===== src/rtl/npu_mac_pkg.sv =====
// Shared types and constants for the MAC datapath tail: sum widths, clip limits
// and the 14-bit to 13-bit saturation used by the collector and reference models.
package npu_mac_pkg;

  localparam int SUM_W = 14;
  localparam int OUT_W = 13;

  localparam logic signed [OUT_W-1:0] SAT_POS = 13'sh0FFF;
  localparam logic signed [OUT_W-1:0] SAT_NEG = 13'sh1000;

  typedef struct packed {
    logic                    sat;
    logic signed [OUT_W-1:0] data;
  } result_t;

  // Bits [13:12] carry the adder_final overflow code; 01/10 clip, 00/11 pass through.
  function automatic result_t sat(input logic [SUM_W-1:0] s);
    result_t r;
    case (s[SUM_W-1:SUM_W-2])
      2'b01: begin
        r.sat  = 1'b1;
        r.data = SAT_POS;
      end
      2'b10: begin
        r.sat  = 1'b1;
        r.data = SAT_NEG;
      end
      default: begin
        r.sat  = 1'b0;
        r.data = s[OUT_W-1:0];
      end
    endcase
    return r;
  endfunction

endpackage


===== src/rtl/mac_out_fifo.sv =====
// Small synchronous FIFO of retired results; head is presented combinationally
// from storage and every entry clears to zero on reset.
module mac_out_fifo
  import npu_mac_pkg::*;
#(
  parameter int DEPTH = 2
) (
  input  logic    clk,
  input  logic    reset,
  input  logic    push,
  input  result_t push_data,
  input  logic    pop,
  output result_t head,
  output logic    full,
  output logic    empty
);

  localparam int PTR_W = (DEPTH > 1) ? $clog2(DEPTH) : 1;
  localparam int CNT_W = $clog2(DEPTH + 1);

  result_t            mem [DEPTH];
  logic [PTR_W-1:0]   rd_ptr;
  logic [PTR_W-1:0]   wr_ptr;
  logic [CNT_W-1:0]   count;
  logic               push_eff;
  logic               pop_eff;

  function automatic logic [PTR_W-1:0] ptr_inc(input logic [PTR_W-1:0] p);
    return (p == PTR_W'(DEPTH - 1)) ? '0 : p + 1'b1;
  endfunction

  assign full     = (count == CNT_W'(DEPTH));
  assign empty    = (count == '0);
  assign pop_eff  = pop && !empty;
  assign push_eff = push && !full;
  assign head     = mem[rd_ptr];

  always_ff @(posedge clk or posedge reset) begin
    if (reset) begin
      rd_ptr <= '0;
      wr_ptr <= '0;
      count  <= '0;
      for (int i = 0; i < DEPTH; i++) mem[i] <= '0;
    end else begin
      if (push_eff) begin
        mem[wr_ptr] <= push_data;
        wr_ptr      <= ptr_inc(wr_ptr);
      end
      if (pop_eff) rd_ptr <= ptr_inc(rd_ptr);
      case ({push_eff, pop_eff})
        2'b10:   count <= count + 1'b1;
        2'b01:   count <= count - 1'b1;
        default: count <= count;
      endcase
    end
  end

endmodule


===== src/rtl/mac_accum_collector.sv =====
// Collects adder_final sums over PASSES passes, feeding the saturated partial back
// as pre_output and retiring each finished output into a small result buffer.
module mac_accum_collector
  import npu_mac_pkg::*;
#(
  parameter int PASSES = 3,
  parameter int DEPTH  = 2
) (
  input  logic                    clk,
  input  logic                    reset,
  input  logic                    in_valid,
  output logic                    in_ready,
  input  logic [SUM_W-1:0]        sum_in,
  input  logic                    clear,
  output logic signed [OUT_W-1:0] pre_output,
  output logic [3:0]              pass_idx,
  output logic                    res_valid,
  input  logic                    res_ready,
  output logic signed [OUT_W-1:0] res_data,
  output logic                    res_sat
);

  logic [3:0]              pc;
  logic signed [OUT_W-1:0] acc;
  logic                    grp_sat;
  logic                    last;
  logic                    accept;
  logic                    push;
  logic                    fifo_full;
  logic                    fifo_empty;
  result_t                 cur;
  result_t                 push_data;
  result_t                 head;

  // Handshakes: a transfer happens on a rising edge where valid && ready; ready never
  // depends on the same-cycle valid, and in_ready ignores res_ready (pre-pop count).
  assign last      = (pc == 4'(PASSES - 1));
  assign in_ready  = !last || !fifo_full;
  assign accept    = in_valid && in_ready;
  assign push      = accept && last && !clear;
  assign cur       = sat(sum_in);

  always_comb begin
    push_data      = cur;
    push_data.sat  = grp_sat | cur.sat;
  end

  always_ff @(posedge clk or posedge reset) begin
    if (reset) begin
      pc      <= '0;
      acc     <= '0;
      grp_sat <= 1'b0;
    end else if (clear) begin
      pc      <= '0;
      acc     <= '0;
      grp_sat <= 1'b0;
    end else if (accept) begin
      if (last) begin
        pc      <= '0;
        acc     <= '0;
        grp_sat <= 1'b0;
      end else begin
        pc      <= pc + 1'b1;
        acc     <= cur.data;
        grp_sat <= grp_sat | cur.sat;
      end
    end
  end

  mac_out_fifo #(
    .DEPTH(DEPTH)
  ) u_fifo (
    .clk      (clk),
    .reset    (reset),
    .push     (push),
    .push_data(push_data),
    .pop      (res_ready),
    .head     (head),
    .full     (fifo_full),
    .empty    (fifo_empty)
  );

  assign pre_output = acc;
  assign pass_idx   = pc;
  assign res_valid  = !fifo_empty;
  assign res_data   = head.data;
  assign res_sat    = head.sat;

endmodule


===== config.mk =====
export PLATFORM = sky130hd
export DESIGN_NAME = mac_accum_collector
export DESIGN_NICKNAME = d
export VERILOG_FILES = /design/src/rtl/npu_mac_pkg.sv /design/src/rtl/mac_out_fifo.sv /design/src/rtl/mac_accum_collector.sv
export SDC_FILE = /design/constraint.sdc
export NUM_CORES = 1
export LEC_CHECK = 0
export ABC_CLOCK_PERIOD_IN_PS = 1950
export CORE_MARGIN = 3
export CORE_UTILIZATION = 45
export DETAILED_ROUTE_END_ITERATION = 12
export PLACE_DENSITY = 0.78
export SYNTH_ARGS = -nofsm -noshare
export SYNTH_HDL_FRONTEND = slang
export SYNTH_SLANG_ARGS = --single-unit

===== constraint.sdc =====
create_clock -name clk -period 1.95 [get_ports clk]
set_input_delay 0.4875 -clock clk [delete_from_list [all_inputs] [get_ports clk]]
set_output_delay 0.4875 -clock clk [all_outputs]
set_load 0.01 [all_outputs]

# [Word level (Yosys, flattened, before mapping)]
# Index checks and enable logic that the tools add are counted.
[word_totals] register_bits=50 in_bits=19 output_inout_bits=33 elab_cells=60
[classes] add_sub_neg=5 magnitude_cmp=3 n_eq_ne=6 mux=19 n_bitwise=3 n_reduce_logical=14
[ops] operator="$mux W14" n=4
[ops] operator="$mux W13" n=3
[ops] operator="$bwmux W28" n=1
[ops] operator="$pmux W14 S2" n=1
[ops] operator="$demux W14 S1" n=1
[ops] operator="$mux W4" n=3
[ops] operator="$eq A2 B2 Y1 const B" n=3
[ops] operator="$logic_and A1 B1 Y1" n=6
[ops] operator="$mux W1" n=5
[ops] operator="$add A4 B1 Y4 const B" n=1
[ops] operator="$eq A2 B1 Y1 const B" n=2
[ops] operator="$eq A4 B2 Y1 const B" n=1
[ops] operator="$ge A2 B2 Y1 const B" n=2
[ops] operator="$logic_not A1 Y1" n=4
[ops] operator="$not A1 Y2" n=2
[ops] operator="$pmux W2 S2" n=1
[ops] operator="$reduce_bool A2 Y1" n=2
[ops] operator="$add A1 B1 Y1 const B" n=2
[ops] operator="$add A2 B1 Y2 const B" n=1
[ops] operator="$logic_not A2 Y1" n=1
[ops] operator="$lt A2 B1 Y1 const B" n=1
[ops] operator="$sub A2 B1 Y2 const B" n=1
[ops] operator="$logic_or A1 B1 Y1" n=1
[ops] operator="$or A1 B1 Y1" n=1

# [Longest topological paths before layout]
# Gate-level depths: netlist (run 1).
[depth] depth_word=9 ltp_mapped=8 ltp_nobuf=8

# [By module]
# Synthesis (run 1) repeated with hierarchy kept, for this count alone.
[hier_totals] hier_cells=188 area_unflattened_um2=2422.3
[by_module_without_submodules] mod="mac_out_fifo" n_inst=1 cells_each=94 area_per_inst_um2=1471.4 seq_area_each_um2=800.8
[by_module_without_submodules] mod="mac_accum_collector" n_inst=1 cells_each=94 area_per_inst_um2=950.9 seq_area_each_um2=450.4

# [Least setup slack after synthesis (run 1)]
# No wires, ideal clock.
[synth_timing] path_kind="register to register" start="register pc[0] (netlist: pass_idx[0])" end="register u_fifo.mem[16] in the netlist's numbering" setup_ns=0.125 arrival_time_ns=1.916 required_time_ns=1.825 slack_ns=-0.091 stages_incl_launch_ff=8 path_buffers=2 period_less_slack_ns=2.041 cell_sequence="dfrtp_1 -> inv_1 -> ha_1 -> or3b_1 -> buf_6 -> nor4_4 -> buf_8 -> mux2_4"
[synth_via] elab_chain_len=7
[synth_lines] element="start, declared" line_no="mac_accum_collector.sv:23" rtl="logic [3:0] pc;"
[synth_lines] element="start signal, assigned" line_no="mac_accum_collector.sv:63" rtl="pc <= pc + 1'b1;"
[synth_lines] element="$eq A4 B2 Y1 *" line_no="mac_accum_collector.sv:37" rtl="assign last = (pc == 4'(PASSES - 1));"
[synth_lines] element="$logic_not A1 Y1" line_no="mac_accum_collector.sv:38" rtl="assign in_ready = !last || !fifo_full;"
[synth_lines] element="$logic_or A1 B1 Y1" line_no="mac_accum_collector.sv:38"
[synth_lines] element="$logic_and A1 B1 Y1" line_no="mac_accum_collector.sv:39" rtl="assign accept = in_valid && in_ready;"
[synth_lines] element="$logic_and A1 B1 Y1 * (2 in a row)" line_no="mac_accum_collector.sv:40" rtl="assign push = accept && last && !clear;"
[synth_lines] element="$logic_and A1 B1 Y1 *" line_no="mac_out_fifo.sv:35" rtl="assign push_eff = push && !full;"
[synth_lines] element="end signal, assigned by index" line_no="mac_out_fifo.sv:46" rtl="mem[wr_ptr] <= push_data;"
[synth_lines] element="end, declared" line_no="mac_out_fifo.sv:21" rtl="result_t mem [DEPTH];"
# Mark *: on every way between the ends. The rest lies on a longest branch, timed or not.
# A chain may end at the register's enable or synchronous reset.

# [Worst setup path after layout (run 1)]
[layout_timing] start="register u_fifo.rd_ptr" end="output port res_data[9]"
[layout_via] elab_chain_len=4
[layout_lines] element="start, declared" line_no="mac_out_fifo.sv:22" rtl="logic [PTR_W-1:0] rd_ptr;"
[layout_lines] element="start signal, assigned" line_no="mac_out_fifo.sv:49" rtl="if (pop_eff) rd_ptr <= ptr_inc(rd_ptr);"
[layout_lines] element="$not A1 Y2 (implied by the code)" line_no="mac_out_fifo.sv:36" rtl="assign head = mem[rd_ptr];"
[layout_lines] element="$mux W14 (implied by the code) (3 in a row)" line_no="mac_out_fifo.sv:36"
[layout_lines] element="end, declared" line_no="mac_accum_collector.sv:19" rtl="output logic signed [OUT_W-1:0] res_data,"
# Every way passes these cells. The select of a mux whose other input is x is not followed.

==> out/metrics.csv, run 1 <==
metric,value,unit
grt_remaining_overflow,0,
synth_cells,190,
ys_top_cells_by_count,"50 x dfrtp_1, 33 x mux2_2, 29 x nand2_1",
period_minus_slack,1930,ps
drt.antenna.violating_nets,0,
syn_area_per_cell,12.7,µm²
numCtsBuffers,5,
grt_pass1_wl,8850,µm
ys_async_sr_fraction,100,%
setup_viol,0,
cp.arrival,1450,ps
dp_hpwl,3730,µm
drtPass1Iterations,4,
max_stage_delay,370,ps
worst_setup_path_start_kind,flop,
hold_viol,0,
clk_pin_slew,90,ps
core_area,5140,µm²
layout.nets,291,
pin_count,52,
synth_top_area_share,51.9,%
initial_core_util,46.9,%
rsz0062_at_grt,true,
grt_usage,18.1,%
root_buffer,clkbuf_8,
die_area,6270,µm²
nFillCells,422,
synth_edf_count,0,
cts-htree-levels,2,
clkPwrFrac,18.3,%
cts_buffer_depth,2,
intPower,0.00226,W
port-buffer-count,51,
layout-drive-gt1-share,36.2,%
post-place-ws,-216,ps
seqPwrFrac,43.3,%
slew_headroom,81.9,%
crit_path_end_kind,output port,
antenna_found_initial,0,
yosysWarnings,0,
routed_wl,5330,µm
synth.cell_area,2410,µm²
slowest_stage,dfrtp_1,
fp-row-count,26,
yosysSeqAreaShare,51.9,%
die_x,79.2,µm
setup_ws,16.5,ps
cts.sinks,50,
antenna_cells,0,
grt_max_degree,51,
syn2layout_area_growth,39.3,%
placed_area,3190,µm²
drt_iter0_drc,81,
syn_nets,214,
fin_crit_sh,99.2,%
gp_congestion,0.754,
critical_path_required,1460,ps
p_leak,1.62,nW
final_area,3360,µm²
power_density,973,nW/µm²
ys_types,32,
critPathMaxFanout,5,
peakVddDrop,490,µV
synth.area.top_cells,"dfrtp_1 52%, mux2_2 15%, mux2_4 6.2%",
ys.flop_type,dfrtp_1,
vias_per_cell,5.14,
yosys.area.top_type,dfrtp_1,
final_core_util,65.3,%
power.total,0.00327,W
die_y,79.2,µm
cts_tree,done,
final-max-slew-violation-count,0,
drv_cap,0,
p_sw,0.00100,W
critPathKind,flop to output port,
fin_skew,5.58,ps
status,"finished, final reports clean",
pwr-share-comb,38.4,%
fmax,517,MHz
wire_per_inst,15.8,µm
hold_class,flop to flop,
sw_frac_of_total,30.7,%
hold_ws,500,ps
clock_latency,300,ps
hold_buffers,0,
worst_pin_slew,271,ps
synth_most_common_cell,dfrtp_1,
cp_cell_sequence,"buf_4, mux2_2, dlygate4sd2_1",
drc_errors,0,
vias,1739,
ys_ff_latch,50,
grt_pass1_vias,1769,
-- kinds of logic (layout without fill, tap and decap cells) --
group                    count (synthesis)  count (layout)  synth area share [%]
XOR/XNOR                                 6               6                  2.18
multiplexers                            43              43                  21.6
adder cells (fa/ha/maj)                  5               5                  2.59
flip-flops                              50              50                  51.9
buffers and inverters                   15              93                  3.22
AND/OR/NAND/NOR                         51              51                  10.8
AO/OA/AOI/OAI                           20              20                  7.63
-- metrics by stage --
| step | TNS [ps] | instances |
|---|---|---|
| after detailed placement | -7910 | 326 |
| after floorplan | -665 | 190 |
| after global placement | -5860 | 326 |
| after CTS | 0 | 336 |
| final | 0 | 338 |
| after global routing | -531 | 338 |
-- timing repair --
| item | CTS | global route |
|---|---|---|
| endpoints found under the setup margin | 30 | 25 |
| gates cloned | 0 | 1 |
| gates resized for setup | 31 | 7 |
| buffers inserted | 4 | 1 |
| pin swaps | 2 | 0 |
-- path summary, 6_finish.rpt --
check / cells past startpoint / slack (ps) / to / from
max: 3 / 20 / res_data[9] / u_fifo.rd_ptr
min: 1 / 500 / pre_output[2] / pre_output[2]
max reg2reg: 7 / 60 / u_fifo.mem[27] / pass_idx[0]
min reg2reg: 1 / 500 / pre_output[2] / pre_output[2]
max in group asynchronous: 3 / 1170 / u_fifo.mem[25] / reset
min in group asynchronous: 3 / 540 / u_fifo.wr_ptr / reset
-- power by group through the flow --
stage / Clock, W / Combinational, W / Sequential, W
after CTS: 0.000613 / 0.00123 / 0.00141
after detailed placement: 0 / 0.00128 / 0.00144
final: 0.000598 / 0.00125 / 0.00142
after global placement: 0 / 0.00127 / 0.00144
after global routing: 0.000664 / 0.00135 / 0.00145
after floorplan: 0 / 0.000736 / 0.00141
-- sequential cells by signal, summed over array words and instances (netlist names) --
name           flops
u_fifo.count       2
grp_sat            1
u_fifo.mem        28
u_fifo.wr_ptr      1
pass_idx           4
u_fifo.rd_ptr      1
pre_output        13
-- layout make-up --
class                           count  area [µm²]  share of cell area [%]
Clock inverter                      2        13.8                   0.410
Timing Repair Buffer               80         786                    23.4
Inverter                            5        18.8                   0.559
Sequential cell                    50        1250                    37.3
Tap cell                           70        87.6                    2.61
Clock buffer                        6        72.6                    2.16
Multi-Input combinational cell    125        1130                    33.6
-- layout by cell type, fill, tap and decap left out, types with 2 or more instances in the layout --
cell type        count
clkdlybuf4s15_2      2
clkdlybuf4s50_1     35
dlygate4sd2_1       11
mux2_2              32
nand2b_1             4
buf_12               5
nand3_1              2
xor2_1               3
nand4_1              2
ha_1                 3
inv_1                3
clkbuf_8             5
inv_2                2
a32o_1              12
ha_4                 2
nand2_1             29
xnor2_1              3
mux2_4              11
buf_2                3
dfrtp_1             49
a21oi_1              2
or2_2                2
o21ai_0              2
nor2b_1              2
buf_4               22
-- routing by layer --
metal | vias to the layer above | share of wire, % | GRT usage, %
met3 | 4 | 4.7 | 4.42
li1 | 827 | - | -
met5 | - | 0 | 0
met1 | 859 | 46 | 25.2
met4 | 0 | 0.39 | 3.61
met2 | 49 | 48 | 29.0
-- worst max-delay path, delay by kind of cell (launching register included) --
kind,cells,cell delay (ps)
buf+inv,2,440
flops,1,370
mux,1,330
Power figures use the tool's default switching activity.
==> inputs of run 2 (changes only) <==
- MAX_ROUTING_LAYER: not set -> met4
==> run 2 against run 1 <==
Net effect:
- register-to-register slack is essentially flat
- power shrank 0.14%
- critical path depth is the same
- final cell count is the same
- routed wire length shrank 0.24%
- combinational power is essentially flat
- clock power is essentially flat
- clock-buffer cell count is the same
- non-clock buffer count is the same
- sequential share of layout area is the same
- critical path type unchanged
- critical endpoint unchanged
- highest routed layer unchanged
==> out/metrics.csv, run 2 (synthesis results as in run 1) <==
metric,value,unit,change
p_leak,1.62,nW,unchanged
stdcell_count,338,,unchanged
vias_per_cell,5.09,,-1.1%
dp_hpwl,3730,µm,unchanged
grt_usage,18.6,%,+0.52 points
grt_max_degree,51,,unchanged
layout-drive-gt1-share,36.2,%,unchanged
layout.nets,291,,unchanged
die_x,79.2,µm,unchanged
cts-htree-levels,2,,unchanged
grt_pass1_vias,1768,,-0.057%
die_area,6270,µm²,unchanged
regMostFlops,u_fifo.mem,,
worst_pin_slew,264,ps,-7.03 ps
pin_count,52,,unchanged
cp_num_cells,3,,unchanged
fin_crit_sh,99.2,%,about the same
worst_setup_path_start_kind,flop,,
antenna_cells,0,,unchanged
fmax,517,MHz,about the same
vias,1720,,-1.1%
ff2ff_path_depth,7,,unchanged
largest_reg_flops,28,,unchanged
clock_latency,300,ps,about the same
most-common-layout-cells,"49 x dfrtp_1, 35 x clkdlybuf4s50_1, 32 x mux2_2",,
gp_congestion,0.763,,+1.3%
fin_skew,4.61,ps,-0.974 ps
drv_cap,0,,unchanged
critical_path_required,1460,ps,about the same
post-place-ws,-216,ps,unchanged
cts_buffer_depth,2,,unchanged
dp_cells,326,,unchanged
cp_cell_sequence,"buf_4, mux2_2, dlygate4sd2_1",,
clk_pin_slew,90,ps,about the same
final-max-slew-violation-count,0,,unchanged
slowest_stage,dfrtp_1,,
final_common_cell,dfrtp_1,,
rsz0062_at_grt,true,,
setup_ws,15.1,ps,-1.50 ps
cp_num_buf_inv,2,,unchanged
cp.arrival,1450,ps,about the same
peakVddDrop,490,µV,+0.19%
critPathKind,flop to output port,,
hold_class,flop to flop,,
final_core_util,65.3,%,unchanged
status,"finished, final reports clean",,
antenna_found_initial,0,,unchanged
multi_input_area,1130,µm²,unchanged
hold_ws,500,ps,-0.476 ps
drtPass1Iterations,4,,unchanged
crit_family,buffers and inverters,,
wire_per_inst,15.7,µm,-0.24%
cts_tree,done,,
drc_errors,0,,unchanged
drt_iter0_drc,79,,-2.5%
core_area,5140,µm²,unchanged
nFillCells,422,,unchanged
ff2ff_setup_slack,60,ps,about the same
hold_depth,1,,unchanged
period_minus_slack,1930,ps,+1.50 ps
fp-row-count,26,,unchanged
hold_viol,0,,unchanged
die_y,79.2,µm,unchanged
drt.antenna.violating_nets,0,,unchanged
cts.sinks,50,,unchanged
setup_viol,0,,unchanged
root_buffer,clkbuf_8,,
routed_wl,5320,µm,-0.24%
numCtsBuffers,5,,unchanged
critPathMaxFanout,5,,unchanged
port-buffer-count,51,,unchanged
regArea,1250,µm²,unchanged
initial_core_util,46.9,%,unchanged
setup_tns,0,ps,unchanged
grt_remaining_overflow,0,,unchanged
crit_path_end_kind,output port,,
power_density,971,nW/µm²,-0.14%
grt_pass1_wl,8870,µm,+0.24%
hold_buffers,0,,unchanged
regToRegEndpoint,u_fifo.mem[27],,
syn2layout_area_growth,39.3,%,unchanged
slew_headroom,82.4,%,+0.47 points
r2r-start,pass_idx[0],,
max_stage_delay,370,ps,about the same
holdPathEnd,pre_output[2],,
hp-start,pre_output[2],,
-- run 2: worst reg2reg max path: cells and delay by family (launching register included) --
family / cells / cell delay (ps)
mux: 1 / 320
buf+inv: 3 / 380
fa+ha+maj: 1 / 130
simple gates: 2 / 530
flops: 1 / 410
-- run 2: final cells by class --
cell class / instances / area share, %
clock buffer: 6 / 2.16
clock inverter: 2 / 0.410
inverter: 5 / 0.559
multi-input combinational: 125 / 33.6
sequential: 50 / 37.3
tap: 70 / 2.61
timing repair buffer: 80 / 23.4
-- run 2: report_power, final --
part	switching, W	internal [W]
Combinational	0.000515	0.000735
Clock	0.000343	0.000254
Sequential	0.000140	0.00127
Total	0.000998	0.00226
-- run 2: how the worst max path moves through the flow --
stage | from | slack [ps] | endpoint
global route | u_fifo.rd_ptr | -70 | res_data[5]
detailed placement | sum_in[12] | -220 | u_fifo.mem[24]
finish | u_fifo.rd_ptr | 20 | res_data[9]
floorplan | pass_idx[0] | -70 | u_fifo.mem[16]
global placement | sum_in[12] | -160 | u_fifo.mem[7]
CTS | pass_idx[0] | 2 | u_fifo.mem[24]
-- run 2: routing by layer --
metal / vias to the layer above / track usage (%) / routed length, µm
met5: - / - / 0
met1: 852 / 25.5 / 2480
li1: 825 / - / -
met4: 0 / 3.61 / 21
met3: 4 / 4.08 / 232
met2: 39 / 29.0 / 2580
-- run 2: through the flow --
step	area (µm²)	power [W]
final	3360	0.00326
after global routing	3360	0.00346
after CTS	3290	0.00326
after detailed placement	3190	0.00272
after global placement	3190	0.00270
after floorplan	2410	0.00215
-- run 2: timing repair --
action	4_1_cts	5_1_grt
buffers inserted	4	1
setup endpoints to repair	30	25
pin swaps	2	0
cloned	0	1
gates resized for setup	31	7
==> inputs of run 3 (changes only) <==
- CORE_UTILIZATION: 45 -> 46
- HOLD_SLACK_MARGIN: not set -> 0.1
- PLACE_DENSITY: 0.78 -> 0.79
- SYNTH_HIERARCHICAL: not set -> 1
==> run 3 against run 2 <==
Net effect:
- the run now ends with negative setup slack left
- register-to-register slack lost 200 ps
- final cell count shrank 1.8%
- clock power grew 3.7%
- clock-buffer cell count grew 1
- final area shrank 1.5%
- routed wire length grew 7.7%
- sequential power is essentially flat
- via count grew 0.58%
- critical path depth grew 4
- worst hold slack lost 20 ps
- core utilization grew 2.0 points
- die area shrank 1.6%
==> out/metrics.csv, run 3 <==
metric,value,unit,change
syn_nets,212,,-0.93%
grt_pass1_vias,1882,,+6.4%
hold_viol,0,,unchanged
peakVddDrop,689,µV,+41%
final_common_cell,dfrtp_1,,
initial_core_util,49.3,%,+2.4 points
drv_cap,0,,unchanged
crit_path_end_kind,flop,,
drt.antenna.violating_nets,0,,unchanged
violations,negative setup slack,,
seqPwrFrac,42.5,%,-0.9 points
worst_setup_path_start_kind,flop,,
p_sw,0.000996,W,-0.16%
clk_pin_slew,90,ps,about the same
stdcell_count,332,,-1.8%
final_area,3310,µm²,-1.5%
ys_async_sr_fraction,100,%,unchanged
critical_path_required,2140,ps,+680 ps
clkPwrFrac,18.9,%,+0.6 points
synth.cell_area,2420,µm²,+0.47%
sw_frac_of_total,30.5,%,-0.11 points
final-max-slew-violation-count,0,,unchanged
hold_buffers,0,,unchanged
worst_pin_slew,467,ps,+203 ps
cts-htree-levels,2,,unchanged
placed_area,3120,µm²,-2.1%
wire_per_inst,17.3,µm,+9.7%
grt_usage,20.4,%,+1.7 points
pin_count,52,,unchanged
ys_ff_latch,50,,unchanged
slew_headroom,68.8,%,-14 points
core_area,4910,µm²,-4.5%
power_density,988,nW/µm²,+1.7%
routed_wl,5730,µm,+7.7%
fin_skew,3.33,ps,-1.28 ps
synth_most_common_cell,dfrtp_1,,
numCtsBuffers,5,,unchanged
ys_types,32,,unchanged
dp_hpwl,3770,µm,+1.2%
fin_crit_sh,107,%,+7.8 points
status,"complete, but fails checks",,
post-place-ws,-301,ps,-85.1 ps
hold_class,input port to asynchronous set/reset pin,,
yosysWarnings,6,,+6
syn2layout_area_growth,36.5,%,
layout.nets,288,,-1.0%
pwr-share-comb,38.5,%,+0.2 points
ff2ff_setup_slack,-140,ps,-200 ps
drc_errors,0,,unchanged
fp-row-count,25,,-3.8%
root_buffer,clkbuf_8,,
most-common-layout-cells,"48 x dfrtp_1, 35 x clkdlybuf4s50_1, 29 x mux2_2",,
vias,1730,,+0.58%
p_leak,1.64,nW,+0.83%
setup_ws,-138,ps,-153 ps
vias_per_cell,5.21,,+2.4%
grt_max_degree,33,,-35%
rsz0062_at_grt,true,,
period_minus_slack,2090,ps,+153 ps
fmax,479,MHz,-7.3%
hold_ws,480,ps,-20.1 ps
layout-drive-gt1-share,40.4,%,+4.2 points
port-buffer-count,51,,unchanged
synth.area.top_cells,"dfrtp_1 52%, mux2_2 15%, mux2_4 6.2%",,
die_y,78.6,µm,-0.80%
largest_reg_flops,28,,unchanged
die_x,78.6,µm,-0.80%
setup_viol,30,,+30
synth_cells,188,,-1.1%
grt_pass1_wl,9490,µm,+7.1%
cts_tree,done,,
die_area,6170,µm²,-1.6%
critPathKind,flop to flop,,
drtPass1Iterations,4,,unchanged
dp_cells,316,,-3.1%
regMostFlops,u_fifo/mem,,
ys.flop_type,dfrtp_1,,
synth_top_area_share,51.7,%,-0.24 points
synth_edf_count,0,,unchanged
intPower,0.00227,W,+0.34%
antenna_cells,0,,unchanged
cts.sinks,50,,unchanged
yosys.area.top_type,dfrtp_1,,
cp.arrival,2280,ps,+830 ps
cts_buffer_depth,2,,unchanged
syn_area_per_cell,12.9,µm²,+1.5%
grt_remaining_overflow,0,,unchanged
critPathMaxFanout,7,,+2
antenna_found_initial,0,,unchanged
ys_top_cells_by_count,"50 x dfrtp_1, 33 x mux2_2, 28 x nand2_1",,
gp_congestion,0.860,,+13%
yosysSeqAreaShare,51.7,%,-0.24 points
drt_iter0_drc,89,,+13%
clock_latency,300,ps,about the same
[run 3: layout make-up]
class	instances	area (µm²)
multi-input cells	120	1150
repair buffers	79	701
flip-flops and latches	50	1250
clock inverters	1	5.00
fillers	368	1600
well taps	67	83.8
clock buffers	7	86.3
inverters	8	30.0
[run 3: routing by layer]
layer | global-route usage [%] | share of wire, % | vias to the layer above
li1 | - | - | 811
met1 | 25.9 | 44 | 865
met2 | 32.6 | 51 | 46
met3 | 3.90 | 4.4 | 8
met4 | 7.34 | 1.4 | 0
met5 | - | 0 | -
[run 3: final timing paths]
check / depth (start not counted) / startpoint / end
max: 7 / pass_idx[0] / u_fifo/mem[12]
min: 2 / reset / pre_output[6]
max reg2reg: 7 / pass_idx[0] / u_fifo/mem[12]
min reg2reg: 1 / pre_output[6] / pre_output[6]
max in group asynchronous: 3 / reset / pass_idx[0]
min in group clk: 1 / pre_output[6] / pre_output[6]
[run 3: power groups by stage]
stage	sequential (W)	clock, W	combinational (W)
floorplan	0.00137	0	0.000650
global placement	0.00138	0	0.00114
detailed placement	0.00139	0	0.00116
CTS	0.00139	0.000628	0.00121
global route	0.00142	0.000670	0.00135
finish	0.00139	0.000619	0.00126
[run 3: timing repair]
action                                  in CTS  in global routing
endpoints found under the setup margin      35                 55
gates cloned                                 2                  0
pin swaps                                    5                  1
buffers inserted                             5                  1
resized for setup                           69                  7
[run 3: worst max-delay path, cell delays in order (launching register included)]
cell and delay (ps):
dfrtp_2 410, inv_2 60, ha_4 130, or3b_4 400
nor4_4 200, buf_4 160, and3_4 280, mux2_4 320
[run 3: per-stage QoR]
stage	power, W	TNS (ps)	util, %
6_report	0.00327	-3130	67.3
5_1_grt	0.00344	-5420	67.3
4_1_cts	0.00322	-3780	66.6
3_5_place_dp	0.00255	-7990	63.6
3_3_place_gp	0.00252	-7220	63.6
2_1_floorplan	0.00202	-7220	-
[run 3: logic make-up (layout without fill, tap and decap cells)]
logic type / Yosys count / after routing / synth area share, %
xor gates and xnor gates: 6 / 6 / 2.17
AOI/OAI and AO/OA: 20 / 20 / 7.23
adders and majority gates: 5 / 5 / 2.58
and+or+nand+nor: 44 / 45 / 9.61
muxes: 44 / 44 / 22.0
buffers and inverters: 19 / 95 / 4.80
DFF: 50 / 50 / 51.7
